--- config.mk ---
export PLATFORM = sky130hd
export DESIGN_NAME = vending_input_conditioner
export DESIGN_NICKNAME = d
export VERILOG_FILES = /design/src/rtl/vending_input_conditioner.sv
export SDC_FILE = /design/constraint.sdc
export NUM_CORES = 1
export LEC_CHECK = 0
export CAP_MARGIN = 20
export CORE_MARGIN = 2
export CORE_UTILIZATION = 50
export DETAILED_ROUTE_END_ITERATION = 12
export GPL_TIMING_DRIVEN = 0
export PLACE_DENSITY = 0.73
export SLEW_MARGIN = 40
export SYNTH_ARGS = -nofsm -noshare
export SYNTH_HDL_FRONTEND = slang
export SYNTH_SLANG_ARGS = --single-unit
--- constraint.sdc ---
create_clock -name clk -period 4.7 [get_ports clk]
set_input_delay 1.175 -clock clk [delete_from_list [all_inputs] [get_ports clk]]
set_output_delay 1.175 -clock clk [all_outputs]
set_load 0.05 [all_outputs]
--- src/rtl/vending_input_conditioner.sv ---
// rtl/vending_input_conditioner.sv - synchronize, debounce and priority-arbitrate the three vending panel inputs
module vending_input_conditioner #(
    parameter int DB_CYCLES = 1000000,
    parameter int CNT_W     = 20
) (
    input  logic clk,
    input  logic rst_n,
    input  logic i_coin_raw,
    input  logic i_coffee_raw,
    input  logic i_sprite_raw,
    output logic o_coin,
    output logic o_coffee,
    output logic o_sprite
);

    typedef enum logic [1:0] {
        RELEASED,
        PRESS_WAIT,
        PRESSED,
        RELEASE_WAIT
    } db_state_t;

    localparam logic [CNT_W-1:0] CNT_MAX = CNT_W'(DB_CYCLES - 1);
    localparam logic [CNT_W-1:0] CNT_ONE = CNT_W'(1);

    // Channel index 0 = coin, 1 = coffee, 2 = sprite; lower index wins arbitration.
    logic [2:0]       raw;
    logic [2:0]       sync1;
    logic [2:0]       sync2;
    db_state_t        state    [3];
    db_state_t        state_nx [3];
    logic [CNT_W-1:0] cnt      [3];
    logic [CNT_W-1:0] cnt_nx   [3];
    logic [2:0]       press_acc;
    logic [2:0]       pending;
    logic [2:0]       pend_nx;
    logic [2:0]       grant;

    assign raw = {i_sprite_raw, i_coffee_raw, i_coin_raw};

    always_comb begin
        press_acc = '0;
        for (int i = 0; i < 3; i++) begin
            state_nx[i] = state[i];
            cnt_nx[i]   = cnt[i];
            case (state[i])
                RELEASED: begin
                    if (sync2[i]) begin
                        state_nx[i] = PRESS_WAIT;
                        cnt_nx[i]   = CNT_ONE;
                    end
                end
                PRESS_WAIT: begin
                    if (!sync2[i]) begin
                        state_nx[i] = RELEASED;
                        cnt_nx[i]   = '0;
                    end else if (cnt[i] == CNT_MAX) begin
                        state_nx[i]  = PRESSED;
                        cnt_nx[i]    = '0;
                        press_acc[i] = 1'b1;
                    end else begin
                        cnt_nx[i] = cnt[i] + CNT_ONE;
                    end
                end
                PRESSED: begin
                    if (!sync2[i]) begin
                        state_nx[i] = RELEASE_WAIT;
                        cnt_nx[i]   = CNT_ONE;
                    end
                end
                RELEASE_WAIT: begin
                    if (sync2[i]) begin
                        state_nx[i] = PRESSED;
                        cnt_nx[i]   = '0;
                    end else if (cnt[i] == CNT_MAX) begin
                        state_nx[i] = RELEASED;
                        cnt_nx[i]   = '0;
                    end else begin
                        cnt_nx[i] = cnt[i] + CNT_ONE;
                    end
                end
                default: begin
                    state_nx[i] = RELEASED;
                    cnt_nx[i]   = '0;
                end
            endcase
        end
    end

    // A press accepted on this edge can be granted on the same edge.
    always_comb begin
        pend_nx = pending | press_acc;
        grant   = '0;
        if (pend_nx[0]) begin
            grant = 3'b001;
        end else if (pend_nx[1]) begin
            grant = 3'b010;
        end else if (pend_nx[2]) begin
            grant = 3'b100;
        end
    end

    always_ff @(posedge clk or negedge rst_n) begin
        if (!rst_n) begin
            sync1    <= '0;
            sync2    <= '0;
            pending  <= '0;
            o_coin   <= 1'b0;
            o_coffee <= 1'b0;
            o_sprite <= 1'b0;
            for (int i = 0; i < 3; i++) begin
                state[i] <= RELEASED;
                cnt[i]   <= '0;
            end
        end else begin
            sync1    <= raw;
            sync2    <= sync1;
            pending  <= pend_nx & ~grant;
            o_coin   <= grant[0];
            o_coffee <= grant[1];
            o_sprite <= grant[2];
            for (int i = 0; i < 3; i++) begin
                state[i] <= state_nx[i];
                cnt[i]   <= cnt_nx[i];
            end
        end
    end

endmodule

==> results.sh <==
export IMPL_syn_cell_area_sq_um=3911
export IMPL_instances_no_fill=542
export IMPL_ant_nets=0
export IMPL_grt_pass1_wl_microns=14240
export IMPL_power_switching_uw=725.9
export IMPL_rsz0062_at_grt="no"
export IMPL_synth_seq_cells=77
export IMPL_clkTransAtPathRegs_ps=80
export IMPL_area_growth_syn_to_layout_pct=12.03
export IMPL_post_cts_setup_buffer_count=0
export IMPL_io_buffers=7
export IMPL_hold_path_class="reg -> reg"
export IMPL_period_needed_ps=2660
export IMPL_layout_commonest_cell="dfrtp_1"
export IMPL_first_iter_violations=210
export IMPL_max_cap_violations=0
export IMPL_skew_ps=10.00
export IMPL_outcome="completed"
export IMPL_ir_drop_uv=267.0
export IMPL_die_h_microns=92.45
export IMPL_place_inst=526
export IMPL_cts_tree="yes"
export IMPL_cts_root_buf="clkbuf_8"
export IMPL_fin_crit_sh_pct=56.60
export IMPL_worst_path_dominant_cell_family="buffers and inverters"
export IMPL_share_comb_of_total_power_pct=31.1
export IMPL_yosysSeqAreaShare_pct=49.26
export IMPL_ctsResizeCount=0
export IMPL_drc=0
export IMPL_cp_end_kind="primary output"
export IMPL_num_rows=32
export IMPL_path_buf_inv=1
export IMPL_p_seq_share_pct=39.3
export IMPL_grtUsageTotal_pct=20.76
export IMPL_synth_cells=416
export IMPL_syn_avg_cell_area_sq_um=9.402
export IMPL_clk_latency_ps=350
export IMPL_power_density_nw_per_um2=462.9
export IMPL_final_cell_mix="dfrtp_1 (77), nand2_1 (49), nor2_1 (39)"
export IMPL_fillers=664
export IMPL_gr_total_overflow=0
export IMPL_finalSetupViolCount=0
export IMPL_async_flop_share_pct=100.0
export IMPL_avgViaCountPerCell=5.780
export IMPL_grt_pass1_vias=3076
export IMPL_nets=443
export IMPL_core_region_area_sq_um=7647
export IMPL_vias=3133
export IMPL_synth_cell_type_count=55
export IMPL_path_cells="clkdlybuf4s50_1"
export IMPL_cpMaxStageDelayCell="clkdlybuf4s50_1"
export IMPL_numCtsBuffers=9
export IMPL_worstPathRequired_ps=3520
export IMPL_routed_wl_microns=8092
export IMPL_gp_congestion=0.8313
export IMPL_p_leak_uw=0.001819
export IMPL_fin_total_pwr_uw=2028
export IMPL_pin_count=8
export IMPL_cts_buffer_depth=2
export IMPL_worst_slew_pin_slew_ps=751.5
export IMPL_antenna_found_initial=0
export IMPL_die_area_sq_um=8546
export IMPL_postCtsHoldBufs=0
export IMPL_start_util_pct=51.15
export IMPL_max_stage_delay_ps=800
export IMPL_p_clk_share_pct=29.6
export IMPL_slew_violations=0
export IMPL_cp_data_arrival_time_ps=1490
export IMPL_n_antenna_cell=0
export IMPL_ys_flop_type="dfrtp_1"
export IMPL_relSlewSlack_pct=49.52
export IMPL_synth_edf_count=0
export IMPL_cp_start_kind="flip-flop"
export IMPL_finalHoldViolations=0
export IMPL_synthesis_nets=424
export IMPL_wl_per_cell_microns=14.93
export IMPL_h_tree_depth=3
export IMPL_dpl_hpwl_microns=5486
export IMPL_clock_sinks=77
export IMPL_internal_power_uw=1302
export IMPL_max_freq_mhz=375.9
export IMPL_synth_warnings=0
export IMPL_die_width_microns=92.45
export IMPL_grt_max_degree=57
export IMPL_drtPass1Iterations=5
export IMPL_hold_slack_ps=350.2
export IMPL_p_sw_share_pct=35.79
export IMPL_critPathMaxFanout=1
export IMPL_critPathKind="reg -> out"
export IMPL_drive_gt1_share_pct=7.727
[cells by family (layout without fill, tap and decap cells)]
| logic type | count (synthesis) | after routing | synth area share [%] |
|---|---|---|---|
| adders and majority gates | 3 | 3 | 0.9598 |
| buffers and inverters | 25 | 49 | 3.007 |
| AOI/OAI and AO/OA | 94 | 94 | 15.61 |
| DFF | 77 | 77 | 49.26 |
| and+or+nand+nor | 190 | 190 | 24.66 |
| muxes | 8 | 8 | 2.239 |
| xor gates and xnor gates | 19 | 19 | 4.255 |
[cell type report]
class	instances	area, sq um	area share, %
Clock inverter	5	107.6	2.456
Clock buffer	11	131.4	2.998
Sequential cell	77	1927	43.97
Buffer	14	76.32	1.742
Inverter	11	41.29	0.9423
Tap cell	102	127.6	2.913
Timing Repair Buffer	8	98.84	2.256
Multi-Input combinational cell	314	1872	42.72
[power by group through the flow]
stage,logic (uW),registers (uW),clock network [uW]
after floorplan,468,793,0
after global placement,608,803,0
after detailed placement,620,806,0
after CTS,628,795,614
after global routing,710,809,645
final,631,797,599
[layer usage]
| layer | GRT usage (%) | up-vias | wire length, microns |
|---|---|---|---|
| met1 | 28.64 | 1508 | 3809 |
| met2 | 32.97 | 61 | 3830 |
| met4 | 8.458 | 0 | 139 |
| met5 | 0 | - | 0 |
| met3 | 3.173 | 12 | 313 |
| li1 | - | 1552 | - |
[metrics by stage]
step,cell area (sq um),TNS (ps),setup slack (ps),util (%)
3_3_place_gp,4109,-25330,-331.6,53.73
5_1_grt,4382,0,1979,57.30
6_report,4382,0,2040,57.30
3_5_place_dp,4138,0,2398,54.11
2_1_floorplan,3911,0,2805,-
4_1_cts,4377,0,2024,57.23
[flip-flops by register name (all words and copies together), names as in the netlist, named ones only]
| signal | cells |
|---|---|
| cnt | 60 |
| state | 3 |
| sync1 | 3 |
| sync2 | 3 |
| pending | 2 |
| o_coffee | 1 |
| o_coin | 1 |
| o_sprite | 1 |
[path summary, 6_finish.rpt]
path | cells after the start | end | from | slack (ps)
max | 1 | o_sprite | o_sprite | 2040
min in group asynchronous | 1 | cnt[15] | rst_n | 670
min | 0 | sync2[1] | sync1[1] | 350
min reg2reg | 0 | sync2[1] | sync1[1] | 350
max in group asynchronous | 2 | cnt[21] | rst_n | 3500
max reg2reg | 7 | cnt[56] | cnt[40] | 2550
[Yosys cell counts (3+ instances only)]
cell | count | area, sq um
a21o_1 | 4 | 30.03
a21oi_1 | 32 | 160.2
a22o_1 | 5 | 43.79
a31oi_1 | 25 | 156.4
a41oi_1 | 4 | 35.03
and2_1 | 3 | 18.77
and3_1 | 9 | 56.30
and4_1 | 3 | 26.28
buf_2 | 4 | 20.02
clkbuf_1 | 6 | 22.52
dfrtp_1 | 77 | 1927
ha_1 | 3 | 37.54
inv_1 | 11 | 41.29
mux2i_1 | 5 | 50.05
nand2_1 | 49 | 183.9
nand2b_1 | 8 | 50.05
nand3_1 | 31 | 155.2
nand4_1 | 17 | 106.4
nor2_1 | 39 | 146.4
nor3_1 | 7 | 35.03
nor4_1 | 3 | 18.77
nor4b_1 | 3 | 26.28
o21ai_0 | 11 | 55.05
or3_1 | 5 | 31.28
xor2_1 | 17 | 148.9
No activity file was read; power rests on OpenSTA's default activity.
